==> src/rtl/mata_poly_reader.sv <==
// mata_poly_reader: streams polynomial A[k][l] out of the matA RAM (port B)
// as a valid/ready coefficient stream, one coefficient per cycle when the
// consumer keeps out_ready high. A 2-entry buffer covers the 1-cycle RAM
// read latency.
//
// Build option: define MATA_RANGE_CHECK_EN to add the sticky range_err
// output, which flags any streamed coefficient >= Q.
//
// state   | meaning
// --------+-----------------------------------------------------------
// S_IDLE  | waiting for start; illegal indices raise err
// S_READ  | issuing reads base+0 .. base+N-1, gated by buffer space
// S_DRAIN | all reads issued; waiting for the out_last handshake

module mata_poly_reader #(
    parameter int K           = 8,
    parameter int L           = 7,
    parameter int N           = 256,
    parameter int COEFF_WIDTH = 24,
    parameter int ADDR_WIDTH  = $clog2(K*L*N)
`ifdef MATA_RANGE_CHECK_EN
    ,
    parameter int unsigned Q  = 8380417
`endif
) (
    input  logic                   clk,
    input  logic                   rst,
    input  logic                   start,
    input  logic [3:0]             k_idx,
    input  logic [3:0]             l_idx,
    output logic                   busy,
    output logic                   done,
    output logic                   err,
    output logic [ADDR_WIDTH-1:0]  ram_addr,
    input  logic [COEFF_WIDTH-1:0] ram_dout,
    output logic [COEFF_WIDTH-1:0] coeff_out,
    output logic                   out_valid,
    input  logic                   out_ready,
    output logic                   out_last
`ifdef MATA_RANGE_CHECK_EN
    ,
    output logic                   range_err
`endif
);

    localparam int                    CNT_W      = $clog2(N) + 1;
    localparam logic [CNT_W-1:0]      N_CNT      = CNT_W'(N);
    localparam logic [CNT_W-1:0]      N_LAST     = CNT_W'(N - 1);
    localparam logic [3:0]            K_LIM      = 4'(K);
    localparam logic [3:0]            L_LIM      = 4'(L);
    localparam logic [ADDR_WIDTH-1:0] ROW_STRIDE = ADDR_WIDTH'(L * N);
    localparam logic [ADDR_WIDTH-1:0] COL_STRIDE = ADDR_WIDTH'(N);

    typedef enum logic [1:0] {
        S_IDLE,
        S_READ,
        S_DRAIN
    } state_t;

    state_t                 state_q, state_d;
    logic [3:0]             k_q, l_q;
    logic [CNT_W-1:0]       n_issue_q, n_out_q;
    logic                   inflight_q;
    logic [1:0]             occ_q;
    logic [COEFF_WIDTH-1:0] buf0_q, buf1_q;
    logic                   done_q, err_q;

    logic                   accept, done_d, err_d;
    logic                   issue, pop, last_hs;
    logic [1:0]             fill;
    logic [ADDR_WIDTH-1:0]  base;

    // Stream side of the buffer: head entry drives the output
    assign out_valid = (occ_q != 2'd0);
    assign coeff_out = buf0_q;
    assign out_last  = out_valid && (n_out_q == N_LAST);
    assign pop       = out_valid && out_ready;
    assign last_hs   = pop && out_last;

    // Address generation from the latched indices
    assign base     = ADDR_WIDTH'(k_q) * ROW_STRIDE + ADDR_WIDTH'(l_q) * COL_STRIDE;
    assign ram_addr = base + ADDR_WIDTH'(n_issue_q);

    // Space check counts the entry leaving this cycle so a full-rate stream
    // never stalls on its own read pipeline.
    assign fill  = occ_q + {1'b0, inflight_q} - {1'b0, pop};
    assign issue = (state_q == S_READ) && (n_issue_q < N_CNT) && (fill < 2'd2);

    assign busy = (state_q != S_IDLE);
    assign done = done_q;
    assign err  = err_q;

    // State register
    always_ff @(posedge clk) begin
        if (rst) state_q <= S_IDLE;
        else     state_q <= state_d;
    end

    // Next-state logic and start/done/err decisions
    always_comb begin
        state_d = state_q;
        accept  = 1'b0;
        done_d  = 1'b0;
        err_d   = 1'b0;
        case (state_q)
            S_IDLE: begin
                if (start) begin
                    if ((k_idx < K_LIM) && (l_idx < L_LIM)) begin
                        accept  = 1'b1;
                        state_d = S_READ;
                    end else begin
                        err_d = 1'b1;
                    end
                end
            end
            S_READ: begin
                if (issue && (n_issue_q == N_LAST)) state_d = S_DRAIN;
            end
            S_DRAIN: begin
                if (last_hs) begin
                    done_d  = 1'b1;
                    state_d = S_IDLE;
                end
            end
            default: state_d = S_IDLE;
        endcase
    end

    // Counters, read pipeline flag, output buffer and status pulses
    always_ff @(posedge clk) begin
        if (rst) begin
            k_q        <= '0;
            l_q        <= '0;
            n_issue_q  <= '0;
            n_out_q    <= '0;
            inflight_q <= 1'b0;
            occ_q      <= 2'd0;
            buf0_q     <= '0;
            buf1_q     <= '0;
            done_q     <= 1'b0;
            err_q      <= 1'b0;
        end else begin
            done_q     <= done_d;
            err_q      <= err_d;
            inflight_q <= issue;
            if (accept) begin
                k_q       <= k_idx;
                l_q       <= l_idx;
                n_issue_q <= '0;
                n_out_q   <= '0;
            end else begin
                if (issue) n_issue_q <= n_issue_q + 1'b1;
                if (pop)   n_out_q   <= n_out_q + 1'b1;
            end
            case ({inflight_q, pop})
                2'b10: begin
                    if (occ_q == 2'd0) buf0_q <= ram_dout;
                    else               buf1_q <= ram_dout;
                    occ_q <= occ_q + 2'd1;
                end
                2'b01: begin
                    buf0_q <= buf1_q;
                    occ_q  <= occ_q - 2'd1;
                end
                2'b11: begin
                    if (occ_q == 2'd1) begin
                        buf0_q <= ram_dout;
                    end else begin
                        buf0_q <= buf1_q;
                        buf1_q <= ram_dout;
                    end
                end
                default: ;
            endcase
        end
    end

`ifdef MATA_RANGE_CHECK_EN
    // Sticky flag for out-of-range coefficients actually transferred
    always_ff @(posedge clk) begin
        if (rst || accept)                                   range_err <= 1'b0;
        else if (pop && (coeff_out >= COEFF_WIDTH'(Q)))      range_err <= 1'b1;
    end
`endif

endmodule

==> config.mk <==
export PLATFORM = sky130hd
export DESIGN_NAME = mata_poly_reader
export DESIGN_NICKNAME = d
export VERILOG_FILES = /design/src/rtl/mata_poly_reader.sv
export SDC_FILE = /design/constraint.sdc
export NUM_CORES = 1
export LEC_CHECK = 0
export ABC_AREA = 1
export CAP_MARGIN = 25
export CORE_UTILIZATION = 30
export CTS_CLUSTER_SIZE = 30
export DETAILED_ROUTE_END_ITERATION = 12
export PLACE_DENSITY = 0.52
export SYNTH_ARGS = -nofsm -noshare
export SYNTH_HDL_FRONTEND = slang
export SYNTH_SLANG_ARGS = --single-unit
==> constraint.sdc <==
create_clock -name clk -period 3.9 [get_ports clk]
set_clock_uncertainty 0.2 [all_clocks]
set_input_delay 0.39 -clock clk [delete_from_list [all_inputs] [get_ports clk]]
set_output_delay 0.39 -clock clk [all_outputs]
set_load 0.02 [all_outputs]
==> impl_metrics.tcl <==
set metrics [dict create \
    fin_area_um2 5360 \
    insertion_delay_ps 340 \
    die_h_um 121 \
    rsz0062_at_grt "false" \
    num_io_pins 79 \
    die_w_um 121 \
    synth_simple_gate_area_share_pct 12.2 \
    hold_class "flip-flop to flip-flop" \
    fmax_mhz 273 \
    synth_compound_area_share_pct 21.5 \
    outcome "completed" \
    cts_hold_buf 0 \
    postCtsSetupBuffers 0 \
    arrival_ps 3070 \
    postRouteAntennaNets 0 \
    slew_viol_final 0 \
    worst_slew_pin_slew_ps 988 \
    antenna_cells 0 \
    slew_headroom_pct 33.9 \
    end_kind "output port" \
    htree_num_levels 3 \
    routed_via_density 4.52 \
    grt_max_degree 43 \
    route.detailed.drc 0 \
    startpoint_type "flip-flop" \
    fin_crit_ps 3660 \
    wl_per_cell_um 12.1 \
    cts.repair.resized 3 \
    synth.area.mux_share_pct 0 \
    cts_tree "done" \
    clk_path_buf_depth 2 \
    vdd_drop_max_mv 0.413 \
    synth-seq-cells 81 \
    hpwl_um 6550 \
    synth_xor_area_share_pct 2.07 \
    cts.sinks 81 \
    tns_ps 0 \
    final_common_cell "inv_1" \
    postSynthAreaPerCell_um2 7.84 \
    globalRouteTotalUtil_pct 14.2 \
    syn_area_um2 4240 \
    clkSlewWorstSetupHoldPaths_ps 60 \
    synthCells 541 \
    cap_violations 0 \
    gp_congestion 0.791 \
    yosys_warnings 0 \
    firstDrtPassIters 7 \
    overflow 0 \
    port_buffers 78 \
    synth-seq-area-share_pct 38.2 \
    synth_nets 605 \
    area_growth_pct 26.4 \
    start_util_pct 30.7 \
    p_per_area_nw_per_um2 573 \
    cp.required_ps 3310 \
    crit_type "flip-flop to output port" \
    final-setup-viol-count 0 \
    placed_area_um2 5060 \
    antenna_found_initial 0 \
    drive_gt1_share_pct 7.39 \
    synth_top_family_by_area "compound AO/OA/AOI/OAI gates" \
    finalHoldViolations 0 \
    mostFrequentLayoutCells "120 x inv_1, 79 x dfxtp_1, 75 x clkdlybuf4s50_1" \
    grt_pass1_vias 3533 \
    nNetsFinal 668 \
    vias 3565 \
    grt_pass1_wl_um 16400 \
    dieArea_um2 14600 \
    crit_path_max_fanout 3 \
    synth_cell_types 37 \
    core_um2 13800 \
    cts_buffers 9 \
    wirelength_um 9520 \
    rows 43 \
    cts_root_buf "clkbuf_16" \
    leakagePower_nw 2.36 \
    drt_first_iter_violations 113 \
    synthAdderAreaFrac_pct 9.32 \
    period_share_pct 93.9 \
]
final cells by class:
class                           count  area (um^2)
Multi-Input combinational cell    305         1920
Sequential cell                    81         1620
Timing Repair Buffer               82          816
Tap cell                          180          225
Inverter                          125          474
Fill cell                        1428         8470
Clock inverter                      4         52.6
Clock buffer                       12          246
critical path: stages, from the launching register on:
cell and delay (ps):
dfxtp_1 340, fa_1 540, ha_1 170, fa_1 420, ha_1 290, ha_1 320, inv_1 90, nor3_2 40
nor2_1 90, nand3_1 80, nand2_1 70, clkdlybuf4s15_1 290
cells in the mapped netlist (all sizes together):
cell | n | area, um^2
a21o | 1 | 8.76
a21oi | 45 | 240
a31oi | 1 | 6.26
buf | 27 | 223
clkbuf | 3 | 11.3
dfxtp | 81 | 1620
fa | 6 | 120
ha | 22 | 275
inv | 125 | 474
nand2 | 55 | 230
nand3 | 16 | 80.1
nand3b | 2 | 15.0
nand4 | 3 | 18.8
nor2 | 25 | 109
nor3 | 3 | 20.0
nor3b | 2 | 20.0
nor4 | 2 | 12.5
o21ai | 61 | 317
o21bai | 25 | 188
o22ai | 24 | 150
or2 | 2 | 12.5
xnor2 | 2 | 17.5
xor2 | 8 | 70.1
where the power goes:
part           total, W  internal, W  switching, W
combinational   0.00115     0.000484      0.000671
clock          0.000856     0.000514      0.000342
sequential      0.00106     0.000981     0.0000821
final timing paths:
path / start / endpoint / slack [ps] / cells past startpoint
max: k_q[0]$_SDFFE_PP0P_ / ram_addr[13] / 240 / 11
min: l_q[3]$_SDFFE_PP0P_ / l_q[3]$_SDFFE_PP0P_ / 240 / 2
max reg2reg: occ_q[0]$_SDFFE_PP0P_ / buf1_q[22]$_SDFFE_PP0P_ / 1230 / 10
min reg2reg: l_q[3]$_SDFFE_PP0P_ / l_q[3]$_SDFFE_PP0P_ / 240 / 2
cells by family after synthesis:
logic type | after synthesis
AOI/OAI and AO/OA | 157
buffers and inverters | 155
xor gates and xnor gates | 10
adders and majority gates | 28
and+or+nand+nor | 110
DFF | 81
state kept, by name (all words and copies together), names as in the netlist:
name / cells
n_issue_q: 9
buf1_q: 24
occ_q: 2
k_q: 4
n_out_q: 9
state_q: 2
l_q: 4
done: 1
coeff_out: 24
inflight_q: 1
err: 1
layer usage:
metal / routed length, um / up-vias / track usage, %
met5: 0 / - / 0
met4: 105 / 0 / 4.63
met3: 524 / 7 / 5.22
met2: 4350 / 73 / 23.1
met1: 4540 / 1643 / 17.2
li1: - / 1842 / -
metrics by stage:
step / cells / utilization [%] / hold WS, ps / total power (W) / worst slack, ps
6_report: 789 / 38.8 / 237 / 0.00307 / 237
5_1_grt: 789 / 38.8 / 269 / 0.00328 / 15.8
4_1_cts: 789 / 38.7 / 247 / 0.00313 / 24.6
3_5_place_dp: 773 / 36.6 / 237 / 0.00225 / 131
3_3_place_gp: 772 / 36.5 / 238 / 0.00222 / 178
2_1_floorplan: 541 / - / 213 / 0.00185 / 641
No activity file was read; power rests on OpenSTA's default activity.
==> RTL edit 1, RTL diff (same flow settings) <==
Encoding of `state_t`: now one-hot (3 bits for 3 states).
--- a/src/rtl/mata_poly_reader.sv
+++ b/src/rtl/mata_poly_reader.sv
@@ -53,6 +53,6 @@
 
-    typedef enum logic [1:0] {
-        S_IDLE,
-        S_READ,
-        S_DRAIN
+    typedef enum logic [2:0] {
+        S_IDLE  = 3'b001,
+        S_READ  = 3'b010,
+        S_DRAIN = 3'b100
     } state_t;
Behaviour: no difference found for any inputs over 10 cycles, from zero or initial values and one cycle with rst high; not proved beyond that.
==> RTL edit 1 against the unedited design <==
- synthesized cell count rose by 2.4%
- worst setup slack got worse by 19 ps
- fmax down 0.52%
- routed wire length grew 1.2%
- final area rose by 0.91%
- area after synthesis rose by 0.21%
- critical endpoint unchanged
- sequential cell count up 1
Power is not compared: it rests on default switching activity, and its combinational part moved more than twofold at a synthesized area within 25%.
==> RTL edit 1: results <==
metrics = {
    "synth": {
        "mappedNetlistNets": 618,
        "yosysSeqAreaShare_pct": 38.6,
        "synth_warnings": 0,
        "ys_top_cells_by_count": "inv_1 (123), dfxtp_1 (82), nand2_1 (61)",
        "syn_area_per_cell_sq_um": 7.67,
        "ys.flop_type": "dfxtp_1",
        "synth_area_leaders": "dfxtp_1 (39%), inv_1 (11%), o21ai_0 (6.8%)",
    },
    "global_route": {
        "first_global_vias": 3411,
        "grt_use_met2_pct": 22.9,
        "grt_max_degree": 50,
        "grt_pass1_wl_um": 16300,
        "use_met1_pct": 17.7,
        "use_met3_pct": 4.09,
        "grtUsageTotal_pct": 14.1,
    },
    "placed_design": {
        "place_area_sq_um": 5100,
        "hpwl_um": 6610,
        "place_congestion": 0.731,
        "dp.cells": 787,
        "pre_cts_ws_ps": 21.9,
    },
    "timing": {
        "fin_crit_ps": 3680,
        "fin_hold_ws_ps": 240,
        "worst_pin_slew_ps": 777,
    },
    "critical_path": {
        "crit_fanout": 3,
        "r2r_slack_ps": 1300,
        "r2r_end": "coeff_out[19]",
        "reg2reg_depth": 10,
        "cp_data_arrival_time_ps": 3090,
        "reg2reg_from": "occ_q[0]",
    },
    "clocking": {
        "cts_buffers": 9,
        "postCtsSetupRepairBufs": 0,
        "ctsRootBufferMaster": "clkbuf_16",
        "htree_levels": 3,
    },
    "route": {
        "wl_met2_um": 4450,
        "met1_length_um": 4510,
        "drt_iter0_drc": 117,
        "vias": 3600,
        "wl_met3_um": 565,
        "drt_pass1_iterations": 4,
        "vias_per_cell": 4.48,
        "wl_per_cell_um": 12.0,
        "top_layer": "met4",
    },
    "finish": {
        "fillCellCount": 1397,
        "drive_above_1_share_pct": 6.42,
        "antenna_cells": 0,
        "area_growth_pct": 27.3,
        "nets": 682,
    },
    "min_path": {
        "worstHoldStart": "l_q[3]",
        "holdPathEnd": "l_q[3]",
        "hold_class": "flop to flop",
    },
    "status": {
        "status": "completed",
    },
    "pwr": {
        "pg_clk_mw": 0.857,
    },
}
RTL edit 1: area by class of cell:
cell class,instances,area share (%)
multi-input cells,315,35.7
flip-flops and latches,82,30.4
repair buffers,83,15.4
inverters,127,8.86
clock buffers,12,4.56
well taps,180,4.16
clock inverters,4,0.948
RTL edit 1: logic make-up (layout without fill, tap and decap cells):
kind of cell | after synthesis | in the layout | synth area share [%]
XOR/XNOR | 9 | 9 | 1.86
flip-flops | 82 | 82 | 38.6
AO/OA/AOI/OAI | 156 | 156 | 20.9
buffers and inverters | 157 | 226 | 16.2
adder cells (fa/ha/maj) | 28 | 28 | 9.31
AND/OR/NAND/NOR | 122 | 122 | 13.1
RTL edit 1: tightest hold or removal path, cell delays in order (launching register included):
cell     delay [ps]
dfxtp_1         320
inv_1            50
nor2_1           30
RTL edit 1: timing repair:
| action | in CTS | in global routing |
|---|---|---|
| endpoints found under the hold margin | 0 | 0 |
| pin swaps | 1 | 0 |
| gates resized for setup | 4 | 9 |
| setup endpoints to repair | 2 | 3 |
==> RTL edit 2, RTL diff (same settings) <==
Made on the original files. Set the parameter `L` to 8 (it was 7).
--- a/src/rtl/mata_poly_reader.sv
+++ b/src/rtl/mata_poly_reader.sv
@@ -16,3 +16,3 @@
     parameter int K           = 8,
-    parameter int L           = 7,
+    parameter int L           = 8,
     parameter int N           = 256,
Formal check against the unedited RTL: not equivalent (Yosys sat finds a counterexample within 4 cycles, from zero or initial values and one cycle with rst high).
==> RTL edit 2 against the unedited design <==
- the run now ends with DRC left
- routed wire length is 17% lower
- final area decreased by 13%
- worst setup slack better by 900 ps
- area after synthesis shrank 15%
- via count decreased by 13%
- sequential cell count decreased by 1
- highest routed layer unchanged
Power is not compared: it rests on default switching activity, and its combinational part moved more than twofold at a synthesized area within 25%.
==> RTL edit 2: results <==
metrics = {
    "global_route": {
        "antenna_found_initial": 0,
        "grt-ovfl-total": 0,
        "grt_pass1_wl_um": 13300,
        "grtUsageTotal_pct": 13.3,
        "first_global_vias": 2855,
        "grt_max_degree": 58,
    },
    "route": {
        "wl_per_cell_um": 11.8,
        "drc": 8,
        "drt_iter0_drc": 160,
        "vias_per_cell": 4.62,
        "drt_pass1_iterations": 9,
    },
    "min_path": {
        "hold_class": "flop to flop",
        "worstHoldStart": "l_q[3]",
    },
    "synth": {
        "mappedNetlistNets": 508,
        "async_reset_ff_share_pct": 0,
        "yosysSeqAreaShare_pct": 44.6,
        "synth_warnings": 0,
        "synthDistinctLibCells": 31,
        "ys_top_cells_by_count": "dfxtp_1 (80), a21oi_1 (64), nand2_1 (62)",
        "ys.flop_type": "dfxtp_1",
        "synth_area_leaders": "dfxtp_1 (45%), a21oi_1 (8.9%), o21ai_0 (8.2%)",
    },
    "clocking": {
        "clockBufferDepth": 2,
        "htree_levels": 3,
        "worstSkewPairLatency_ps": 340,
        "clk_pin_slew_ps": 60,
        "cts_buffers": 9,
        "postCtsSetupRepairBufs": 0,
        "ctsRootBufferMaster": "clkbuf_16",
        "cts_resized": 0,
    },
    "finish": {
        "antenna_cells": 0,
        "regArea_sq_um": 1600,
        "fillCellCount": 1174,
        "drive_above_1_share_pct": 7.79,
        "nets": 567,
    },
    "placed_design": {
        "hpwl_um": 5250,
        "port_buffers": 78,
        "place_congestion": 0.751,
        "place_area_sq_um": 4380,
    },
    "pwr": {
        "p_switching_mw": 0.679,
        "irDropWorstVdd_v": 0.000290,
        "p_leak_nw": 1.86,
    },
    "critical_path": {
        "cp_data_arrival_time_ps": 2180,
        "crit_fanout": 5,
        "reg2reg_from": "occ_q[0]",
        "worstSetupStartpoint": "n_out_q[3]",
    },
    "status": {
        "violations": "DRC",
        "status": "finished, violations left",
    },
    "timing": {
        "slew_headroom_pct": 34.0,
    },
}
-- RTL edit 2: cell count changes after synthesis, sizes merged, moves of 13 or more --
cell    delta
inv       -72
a21oi     +27
o22ai     -24
ha        -13
o21bai    -25
o21ai     +19
-- RTL edit 2: final cells by class --
cell class              instances  share of cell area (%)
repair buffers                 82                    17.4
clock buffers                  10                    4.91
multi-input cells             296                    34.0
clock inverters                 5                    1.26
well taps                     143                    3.83
inverters                      53                    4.32
flip-flops and latches         80                    34.3
-- RTL edit 2: per-stage QoR --
step                setup WS (ps)  std cells  hold WS [ps]
finish                       1130        669           234
global route                  929        669           270
CTS                          1090        669           244
detailed placement           1270        654           236
global placement             1340        654           230
floorplan                    2020        463           212
-- RTL edit 2: logic make-up after synthesis --
group | count (synthesis) | share of synthesized area (%)
adder cells (fa/ha/maj) | 9 | 3.14
AO/OA/AOI/OAI | 152 | 22.4
XOR/XNOR | 11 | 2.68
buffers and inverters | 87 | 11.4
flip-flops | 80 | 44.6
AND/OR/NAND/NOR | 122 | 15.1
multiplexers | 2 | 0.592
-- RTL edit 2: final timing paths --
kind / end / slack [ps] / cells after the start
worst max-delay path: out_last / 1130 / 8
worst min-delay path: l_q[3] / 230 / 2
worst max register to register: n_issue_q[0] / 1330 / 12
worst min register to register: l_q[3] / 230 / 2
-- RTL edit 2: layer usage --
layer | track usage, % | vias up | part of all wire, %
met2 | 21.7 | 63 | 46
met4 | 4.86 | 0 | 1.2
met5 | 0 | - | 0
met3 | 4.84 | 5 | 5.5
li1 | - | 1637 | -
met1 | 16.1 | 1384 | 47
-- RTL edit 2: power groups by stage --
stage,logic [mW],clock network [mW],registers (mW)
5_1_grt,0.570,0.886,0.936
3_3_place_gp,0.518,0,0.946
3_5_place_dp,0.523,0,0.945
6_report,0.522,0.826,0.927
4_1_cts,0.528,0.855,0.928
2_1_floorplan,0.279,0,1.00
-- RTL edit 2: worst max-delay path, stage by stage (launching register included) --
cell and delay (ps):
dfxtp_1 390, nand2_1 100, nor2_1 90, nand3_1 110
nor3_1 160, ha_1 190, inv_1 40, nor2_1 140
clkdlybuf4s50_1 630
